===== src/rtl/ram_arb_pkg.sv =====
// Shared types for the RAM port arbiter: slot index, tag entry, widths.
// Slots 0..N_RD-1 are readers, slot N_RD is the single writer.
package ram_arb_pkg;
  localparam int N_RD = 3;
  localparam int AXI_WIDTH = 128;
  localparam int AXI_ADDR_WIDTH = 32;
  localparam int LSB = $clog2(AXI_WIDTH) - 3;
  localparam int AW = AXI_ADDR_WIDTH - LSB;
  localparam int NS = N_RD + 1;
  localparam int SW = $clog2(NS);

  typedef logic [SW-1:0] slot_t;

  typedef struct packed {
    logic  valid;
    slot_t idx;
  } tag_t;

  typedef enum logic {
    ST_IDLE,
    ST_HOLD
  } arb_state_t;

  function automatic slot_t slot_inc(slot_t s);
    return (s == slot_t'(N_RD)) ? '0 : slot_t'(s + 1'b1);
  endfunction
endpackage


===== src/rtl/ram_port_arbiter_rr_pick.sv =====
// Cyclic first-set-bit search starting at ptr.
// Ports: req (per slot), ptr (start slot), win (index), found.
module rr_pick
  import ram_arb_pkg::*;
#(
  parameter int N = NS
) (
  input  logic [N-1:0] req,
  input  slot_t        ptr,
  output slot_t        win,
  output logic         found
);
  always_comb begin
    int j;
    j = 0;
    win = '0;
    found = 1'b0;
    for (int k = 0; k < N; k++) begin
      j = int'(ptr) + k;
      if (j >= N) j = j - N;
      if (!found && req[j]) begin
        found = 1'b1;
        win = slot_t'(j);
      end
    end
  end
endmodule


===== src/rtl/ram_port_arbiter.sv =====
// Round-robin arbiter sharing one RAM port among N_RD readers and one writer.
// Ports: rd_* reader side, wr_* writer side, mem_* RAM side, clk/rst.
module ram_port_arbiter
  import ram_arb_pkg::*;
#(
  parameter int N_RD = ram_arb_pkg::N_RD,
  parameter int AXI_WIDTH = ram_arb_pkg::AXI_WIDTH,
  parameter int AXI_ADDR_WIDTH = ram_arb_pkg::AXI_ADDR_WIDTH,
  parameter int LSB = $clog2(AXI_WIDTH) - 3,
  parameter int MEM_LAT = 1,
  parameter int BURST = 8,
  localparam int AW = AXI_ADDR_WIDTH - LSB
) (
  input  logic                   clk,
  input  logic                   rst,
  input  logic [N_RD-1:0]        rd_req,
  input  logic [N_RD*AW-1:0]     rd_addr,
  output logic [N_RD-1:0]        rd_gnt,
  output logic [N_RD-1:0]        rd_valid,
  output logic [AXI_WIDTH-1:0]   rd_data,
  input  logic                   wr_req,
  input  logic [AW-1:0]          wr_addr,
  input  logic [AXI_WIDTH-1:0]   wr_data,
  input  logic [AXI_WIDTH/8-1:0] wr_strb,
  output logic                   wr_gnt,
  output logic                   mem_ren,
  output logic                   mem_wen,
  output logic [AW-1:0]          mem_addr,
  output logic [AXI_WIDTH-1:0]   mem_wdata,
  output logic [AXI_WIDTH/8-1:0] mem_strb,
  input  logic [AXI_WIDTH-1:0]   mem_rdata
);
  localparam int NSL = N_RD + 1;
  localparam int CW = $clog2(BURST + 1);

  logic [NSL-1:0] req;
  assign req = {wr_req, rd_req};

  arb_state_t state, nxt_state;
  slot_t owner, nxt_owner;
  slot_t rr_ptr, nxt_ptr;
  logic [CW-1:0] burst_cnt, nxt_cnt;

  slot_t p0_win, p1_win;
  logic  p0_found, p1_found;
  logic  go;
  slot_t win;
  logic  own_req, others;

  tag_t tags [MEM_LAT];
  tag_t last;

  // p0: fresh arbitration from rr_ptr; p1: arbitration past the owner
  rr_pick #(.N(NSL)) u_pick_ptr (
    .req   (req),
    .ptr   (rr_ptr),
    .win   (p0_win),
    .found (p0_found)
  );

  rr_pick #(.N(NSL)) u_pick_next (
    .req   (req),
    .ptr   (slot_inc(owner)),
    .win   (p1_win),
    .found (p1_found)
  );

  assign own_req = req[owner];
  assign others = |(req & ~(NSL'(1) << owner));

  always_comb begin
    go = 1'b0;
    win = '0;
    nxt_state = state;
    nxt_owner = owner;
    nxt_ptr = rr_ptr;
    nxt_cnt = burst_cnt;
    if (rst) begin
      go = 1'b0;
    end else if (state == ST_IDLE) begin
      if (p0_found) begin
        go = 1'b1;
        win = p0_win;
        nxt_state = ST_HOLD;
        nxt_owner = p0_win;
        nxt_cnt = CW'(1);
      end
    end else if (own_req && burst_cnt < CW'(BURST)) begin
      go = 1'b1;
      win = owner;
      nxt_cnt = burst_cnt + 1'b1;
    end else if (own_req && others) begin
      // burst exhausted with contention: hand over
      go = 1'b1;
      win = p1_win;
      nxt_ptr = slot_inc(owner);
      nxt_owner = p1_win;
      nxt_cnt = CW'(1);
    end else if (own_req) begin
      go = 1'b1;
      win = owner;
    end else begin
      // owner released: re-arbitrate without a bubble
      nxt_ptr = slot_inc(owner);
      if (p1_found) begin
        go = 1'b1;
        win = p1_win;
        nxt_owner = p1_win;
        nxt_cnt = CW'(1);
      end else begin
        nxt_state = ST_IDLE;
        nxt_cnt = '0;
      end
    end
  end

  always_ff @(posedge clk) begin
    if (rst) begin
      state <= ST_IDLE;
      owner <= '0;
      rr_ptr <= '0;
      burst_cnt <= '0;
    end else begin
      state <= nxt_state;
      owner <= nxt_owner;
      rr_ptr <= nxt_ptr;
      burst_cnt <= nxt_cnt;
    end
  end

  always_comb begin
    rd_gnt = '0;
    mem_addr = '0;
    for (int p = 0; p < N_RD; p++) begin
      rd_gnt[p] = go && (win == slot_t'(p));
      if (rd_gnt[p]) mem_addr = rd_addr[p*AW +: AW];
    end
    wr_gnt = go && (win == slot_t'(N_RD));
    if (wr_gnt) mem_addr = wr_addr;
    mem_ren = |rd_gnt;
    mem_wen = wr_gnt;
    mem_wdata = wr_gnt ? wr_data : '0;
    mem_strb = wr_gnt ? wr_strb : '0;
  end

  always_ff @(posedge clk) begin
    if (rst) begin
      for (int i = 0; i < MEM_LAT; i++) tags[i] <= '0;
    end else begin
      tags[0] <= '{valid: mem_ren, idx: win};
      for (int i = 1; i < MEM_LAT; i++) tags[i] <= tags[i-1];
    end
  end

  assign last = tags[MEM_LAT-1];

  always_comb begin
    for (int p = 0; p < N_RD; p++)
      rd_valid[p] = last.valid && !rst && (last.idx == slot_t'(p));
    rd_data = (|rd_valid) ? mem_rdata : '0;
  end
endmodule


===== config.mk =====
export PLATFORM = sky130hd
export DESIGN_NAME = ram_port_arbiter
export DESIGN_NICKNAME = d
export VERILOG_FILES = /design/src/rtl/ram_arb_pkg.sv /design/src/rtl/ram_port_arbiter_rr_pick.sv /design/src/rtl/ram_port_arbiter.sv
export SDC_FILE = /design/constraint.sdc
export NUM_CORES = 1
export LEC_CHECK = 0
export BUFFER_PORTS_ARGS = -buffer_cell sky130_fd_sc_hd__buf_4
export CAP_MARGIN = 10
export CORE_AREA = 2 2 268 270
export CTS_CLUSTER_DIAMETER = 30
export DETAILED_ROUTE_END_ITERATION = 10
export DIE_AREA = 0 0 270 272
export PLACE_DENSITY_LB_ADDON = 0.12
export SETUP_SLACK_MARGIN = 0.4
export SLEW_MARGIN = 20
export SYNTH_ARGS = -nofsm -noshare
export SYNTH_HDL_FRONTEND = slang
export SYNTH_HIERARCHICAL = 1
export SYNTH_SLANG_ARGS = --single-unit

===== constraint.sdc =====
create_clock -name clk -period 7.2 [get_ports clk]
set_input_delay 0 -clock clk [delete_from_list [all_inputs] [get_ports clk]]
set_output_delay 0 -clock clk [all_outputs]
set_load 0.01 [all_outputs]

==> After elaboration in Yosys (flattened, before gate mapping) <==
Memory sizes are Yosys's and may differ from the RTL's.
Index checks and enable logic that the tools add are counted.
{ "totals": {"register_bits": 9, "n_memories": 1, "ramBits": 3, "output_inout_bits": 309, "elab_cells": 178, "input_bits": 390} }
{ "op_classes": {"magnitude_cmp": 18, "n_bitwise": 3, "n_eq_ne": 11, "add_sub_neg": 16, "muxes": 91, "shifts": 1, "reduce_logical": 33} }
{ "mem_list": {"columns": ["name", "words", "word_bits", "read_ports", "rd_ports_with_merged_regs", "write_ports", "line_no", "source"], "rows": [
  ["tags", 1, 3, 1, 0, 1, "ram_port_arbiter.sv:50", "tag_t tags [MEM_LAT];"]
]} }
{ "ops": {"columns": ["cell", "count"], "rows": [
  ["$lt A32 B4 Y1 const B", 8],
  ["$mux W128", 2],
  ["$mux W32", 8],
  ["$ge A32 B4 Y1 const B", 6],
  ["$sub A32 B4 Y32 const B", 6],
  ["$mux W28", 4],
  ["$mux W2", 24],
  ["$mux W1", 37],
  ["$mux W4", 5],
  ["$bmux W1 S2", 9],
  ["$logic_and A1 B1 Y1", 16],
  ["$mux W16", 1],
  ["$add A2 B2 Y3 const B", 4],
  ["$reduce_or A3 Y1", 3],
  ["$eq A2 B2 Y1 const B", 4],
  ["$sub A2 B3 Y4 const B", 2],
  ["$logic_not A1 Y1", 7],
  ["$add A2 B1 Y3 const B", 2],
  ["$ge A2 B3 Y1 const B", 2],
  ["$add A4 B1 Y4 const B", 1],
  ["$and A4 B4 Y4", 1],
  ["$eq A2 B1 Y1 const B", 2],
  ["$logic_not A2 Y1", 2],
  ["$lt A4 B4 Y1 const B", 1],
  ["other kinds (16)", 16]
]} }

==> Logic depth before layout (Yosys ltp) <==
{ "logic_depth": {"depth_word": 29, "ltp_mapped": 14, "mapped_depth_nobuf": 11} }

==> Hierarchy <==
Netlist, hierarchy kept.
{ "by_module_without_submodules": {"columns": ["module", "n_inst", "cells_each", "seq_area_each_um2", "area_each_um2"], "rows": [
  ["ram_port_arbiter", 1, 501, 240.2, 3502.1],
  ["rr_pick", 2, 15, 0.0, 77.6]
]} }

==> Worst setup path before layout <==
OpenSTA, ideal clock, no wires.
{ "synth_timing": {"kind": "flip-flop to output port", "start": "register owner[0]", "end": "output port mem_strb[0]", "arrival_ps": 2789, "path_stages_with_launch": 13, "t_required_ps": 7200, "setup_slack_ps": 4411, "n_path_buf": 3, "cell_sequence": "dfxtp_1 > buf_2 > inv_1 > ha_1 > a221o_1 > a21oi_1 > nand3_1 > o311a_1 > a21oi_4 > a21boi_4 > buf_4 > buf_6 > and2_1"} }
{ "synth_via": {"elab_chain_cells": 26, "elab_cells_between_ends": 67, "cone_classes": "add/sub (8); order compare (4); eq/ne (2); shift (1); mux (40); bitwise (2); reduce/logical (10)"} }
{ "synth_lines": {"columns": ["element", "line_no", "source"], "rows": [
  ["start: declaration", "ram_port_arbiter.sv:40", "slot_t owner, nxt_owner;"],
  ["start signal: assignment", "ram_port_arbiter.sv:125", "owner <= nxt_owner;"],
  ["$add A2 B1 Y2 or $eq A2 B2 Y1 (tied branches)", "ram_arb_pkg.sv:25", "return (s == slot_t'(N_RD)) ? '0 : slot_t'(s + 1'b1);"],
  ["$mux W2 (*)", "ram_arb_pkg.sv:25", null],
  ["branches (longest 14 deep; another with $sub A32 B4 Y32)", null, null],
  ["$mux W2 (*)", "ram_port_arbiter_rr_pick.sv:21", "if (!found && req[j]) begin"],
  ["via p1_win[0]", "ram_port_arbiter.sv:44", "slot_t p0_win, p1_win;"],
  ["$mux W2", "ram_port_arbiter.sv:105", "if (p1_found) begin"],
  ["$mux W2", "ram_port_arbiter.sv:99", "end else if (own_req) begin"],
  ["$mux W2 (*)", "ram_port_arbiter.sv:92", "end else if (own_req && others) begin"],
  ["$mux W2 (*)", "ram_port_arbiter.sv:88", "end else if (own_req && burst_cnt < CW'(BURST)) begin"],
  ["$mux W2 (*)", "ram_port_arbiter.sv:80", "end else if (state == ST_IDLE) begin"],
  ["$mux W2 (*)", "ram_port_arbiter.sv:78", "if (rst) begin"],
  ["$eq A2 B2 Y1 (*)", "ram_port_arbiter.sv:138", "wr_gnt = go && (win == slot_t'(N_RD));"],
  ["$logic_and A1 B1 Y1 (*)", "ram_port_arbiter.sv:138", null],
  ["$mux W16 (*)", "ram_port_arbiter.sv:143", "mem_strb = wr_gnt ? wr_strb : '0;"],
  ["end: declaration", "ram_port_arbiter.sv:30", "output logic [AXI_WIDTH/8-1:0] mem_strb,"]
]} }
Mark *: on every way through the listed nets, which the timed path passes. The select of a mux whose other input is x is not followed.

==> Worst setup path in the final report <==
{ "layout_timing": {"start": "register owner[0]", "end": "output port mem_addr[0]"} }
{ "layout_via": {"elab_chain_cells": 29, "elab_cells_between_ends": 76, "cone_classes": "add/sub (8); order compare (4); eq/ne (4); shift (1); mux (43); bitwise (2); reduce/logical (14)"} }
{ "layout_lines": {"columns": ["element", "line_no", "source"], "rows": [
  ["$add A2 B1 Y2 or $eq A2 B2 Y1 (tied branches)", "ram_arb_pkg.sv:25", null],
  ["$mux W2 (*)", "ram_arb_pkg.sv:25", null],
  ["branches (longest 14 deep; another with $sub A32 B4 Y32)", null, null],
  ["$mux W2 (*)", "ram_port_arbiter_rr_pick.sv:21", null],
  ["via p1_win[0]", "ram_port_arbiter.sv:44", null],
  ["$mux W2", "ram_port_arbiter.sv:105", null],
  ["$mux W2", "ram_port_arbiter.sv:99", null],
  ["$mux W2 (*)", "ram_port_arbiter.sv:92", null],
  ["$mux W2 (*)", "ram_port_arbiter.sv:88", null],
  ["$mux W2 (*)", "ram_port_arbiter.sv:80", null],
  ["$mux W2 (*)", "ram_port_arbiter.sv:78", null],
  ["$logic_not A2 Y1", "ram_port_arbiter.sv:135", "rd_gnt[p] = go && (win == slot_t'(p));"],
  ["$logic_and A1 B1 Y1", "ram_port_arbiter.sv:135", null],
  ["$mux W28 (3 in series)", "ram_port_arbiter.sv:136", "if (rd_gnt[p]) mem_addr = rd_addr[p*AW +: AW];"],
  ["$mux W28 (*)", "ram_port_arbiter.sv:139", "if (wr_gnt) mem_addr = wr_addr;"],
  ["end: declaration", "ram_port_arbiter.sv:28", "output logic [AW-1:0] mem_addr,"]
]} }
Marked as above.

==> metrics.md <==
| Metric | Value |
|---|---|
| Run status | finished, final reports clean |
| Count of final max-slew check failures | 0 |
| Syn Inst Count | about 530 |
| Number of nets still failing antenna checks after routing | 0 |
| Height of the die | between 200 and 300 um |
| Max-cap violations | 0 |
| Critical path startpoint category | flip-flop |
| Number of clock sinks | 12 |
| Number of synthesized flops with an enable pin | 0 |
| Post-Place Cells | roughly 2,100 |
| Achievable Freq | approximately 0.27 GHz |
| Remaining global-route overflow | 0 |
| Number of inserted filler cells in the final layout | just over 8,000 |
| CTS hold repair buffers | 0 |
| Clock tree from TritonCTS | done |
| Net count after synthesis | around 900 |
| Clock transition at the registers of the reported paths | about 0.05 ns |
| Power density normalized to cell area | slightly below 90 nW/um^2 |
| Initial standard-cell utilization of the core | between 5 and 6% |
| Number of global-route vias before repair | around 6,600 |
| Ports placed on the boundary | between 600 and 700 |
| Unrepaired setup endpoints after global routing | false |
| Crit-path cells | inv_1, ha_1, a221o_1, a21oi_1, nand3_1, o311a_1, nand2_2, mux2i_1, o22ai_1, buf_4 |
| DRC Markers | 0 |
| Number of flip-flops and latches in the synthesized netlist | 12 |
| Count of buffers inserted at the top-level ports | 698 |
| Accumulated negative setup slack | 0 ns |
| Placed Area | 9930 um^2 |
| Kind of cell with the highest combined delay on the critical path | compound AO/OA/AOI/OAI gates |
| Die span in x | 270 um |
| Required @ worst endpoint | roughly 7 ns |
| Final setup violation count | 0 |
| Final cycle utilization of the critical path | between 50 and 60% |
| Insertion delay of the later-clocked pin in the worst-skew pair | about 0.26 ns |
| Leading post-synthesis cells by cell area | and2_1, mux2i_1, dfxtp_1 |
| CP arrival | 3.76 ns |
| Buffers inserted by post-CTS timing repair | 0 |
| Overall global routing resource usage | a little over 9% |
| Async SR Flop Fraction | 0% |
| Share of the core filled with cells | 14.2% |
| Sort of element at the end of the critical path | primary output |
| CTS Root Cell | clkbuf_16 |
| Overall routed net length | approximately 37 mm |
| Actual transition at the worst max-transition pin | slightly above 1 ns |
| Worst-case setup margin in the final layout | 3.44 ns |
| Summed area of non-filler cells in the final layout | roughly 10,000 um^2 |
| Slowest stage delay, CP | between 0.7 and 0.8 ns |
| Maximum number of pins on one net before global-route repair | roughly 130 |
| Min-delay worst type | in -> reg |
| Distinct cell type count of the synthesized netlist | 39 |
| Synth top area share | between 40% and 50% |
| Startpoint-to-endpoint class of the critical path | reg -> out |
| Via density | 2.96 |
| Worst path slowest cell | nand2_2 |
| Worst Setup Slack post-DPL | ~3.2 ns |
| Number of standard-cell rows in the floorplan | roughly 100 |
| Main synth FF type | dfxtp_1 |
| Per-instance average area after synthesis | approximately 6.9 um^2 |
| Initial antenna violation count | 9 |
| Maximum fanout count along the critical path | 29 |
| Nets | 1,591 |
| Violation count after the first detailed-routing iteration | about 150 |
| CTS Buffer Depth | 2 |
| Estimated wirelength of the detail-placed design | about 32 mm |
| Post-synth design cell area | between 3000 and 4000 um^2 |
| Worst IR drop on VDD | 54.7 uV |
| Synth-to-layout area growth | 175% |
| Routed len/inst | between 15 and 20 um |
| Number of CTS-inserted buffers | 3 |
| Total number of yosys warnings | 6 |
| Drt pass-1 iters | 4 |
| Global placer's final weighted congestion | 0.844 |
| Fraction of final layout cells sized beyond drive strength 1 | roughly three fifths |
| Final hold vios | 0 |
| Critical path buffers and inverters | 2 |
| Standard cell core area | 70,800 um^2 |
| Global-route wire length before repair | between 40 and 50 mm |
| H-tree lvl count | 1 |
| Time the worst path needs with I/O delays and setup | approximately 3.8 ns |
| Max-slew headroom | between 30% and 40% |
| Sequential share of the synthesized area | 6.57% |
| Via count | between 6,000 and 7,000 |
| Die Footprint | about 73,000 um^2 |
| Resize count post-CTS | 0 |
| Final std cells w/o fill | 2,146 |
| Static power due to leakage | 5.05 nW |
| Setup Skew | around 0.0034 ns |
| Largest area contributor in the synthesized netlist | and2_1 |
[cell usage after synthesis (all sizes together), types with 4 or more instances]
| master | count |
|---|---|
| nand2b | 4 |
| ha | 5 |
| o21ai | 8 |
| nand3 | 7 |
| nor2b | 9 |
| inv | 15 |
| mux2i | 60 |
| nor2 | 10 |
| a21oi | 14 |
| dfxtp | 12 |
| buf | 15 |
| clkbuf | 30 |
| a211oi | 4 |
| and2 | 273 |
| o22ai | 28 |
| nand2 | 9 |
[worst reg2reg max path: stages (launching register included)]
cell,delay [ns]
dfxtp_1,0.55
inv_1,0.13
ha_1,0.38
a221o_1,0.28
a21oi_1,0.20
nand3_1,0.10
o311a_1,0.37
a21oi_4,0.17
buf_4,0.52
o21ai_0,0.20
[layout by cell type (no fill, tap or decap), types with 3 or more instances in the layout]
master     instances
and2_1           273
nand3_1            7
ha_1               5
clkbuf_16          3
a211oi_1           4
a21oi_1           12
buf_4            702
dfxtp_1           12
nor2_1            10
o22ai_1           28
nor3b_1            3
nor2b_1            9
nand2b_1           4
inv_1             13
mux2i_1           60
o21ai_0            8
nand2_1            8
[flip-flops by register name, summed over array words and instances (netlist names)]
register	flops
state	1
burst_cnt	4
rr_ptr	2
owner	2
tags	3
[final cells by class]
| class | count | area, um^2 | area share [%] |
|---|---|---|---|
| repair buffers | 705 | 5330 | 53.0 |
| flip-flops and latches | 12 | 240 | 2.39 |
| inverters | 15 | 56.3 | 0.560 |
| well taps | 950 | 1190 | 11.8 |
| clock buffers | 4 | 88.8 | 0.884 |
| diodes | 1 | 2.50 | 0.0249 |
| multi-input cells | 459 | 3150 | 31.3 |
[worst paths after layout]
check               start      endpoint  slack, ns  depth (start not counted)
max reg2reg      owner[0]    tags[0][2]       4.14                          9
min reg2reg  burst_cnt[1]  burst_cnt[1]       0.49                          2
min                   rst  burst_cnt[1]       0.06                          2
max              owner[0]   mem_addr[0]       3.44                         10
[logic make-up (layout without fill, tap and decap cells)]
family,after synthesis,after routing,synth area share (%)
and+or+nand+nor,322,322,53.7
xor gates and xnor gates,1,1,0.240
adders and majority gates,5,5,1.71
other,0,1,0
buffers and inverters,60,724,7.73
AOI/OAI and AO/OA,68,68,12.4
DFF,12,12,6.57
muxes,63,63,17.7
[layer usage]
layer / up-vias / wire, um / global-route usage (%)
met1: 2821 / 12900 / 9.23
met4: 16 / 427 / 1.29
li1: 3071 / - / -
met3: 29 / 3560 / 3.30
met2: 408 / 19600 / 18.0
met5: - / 96 / 0
[power by group]
part	total, W	leakage [nW]	internal (W)	switching [W]
logic	0.000665	4.90	0.000366	0.000299
registers	0.0000841	0.0988	0.0000731	0.0000111
clock network	0.000122	0.0442	0.0000846	0.0000378
total	0.000872	5.05	0.000524	0.000348
[through the flow]
step	hold slack, ns	power [W]
2_1_floorplan	0.0845	0.000360
3_3_place_gp	0.284	0.000778
3_5_place_dp	0.284	0.000767
4_1_cts	0.0704	0.000893
5_1_grt	0.0844	0.000934
6_report	0.0628	0.000872
No activity file was read; power rests on OpenSTA's default activity.
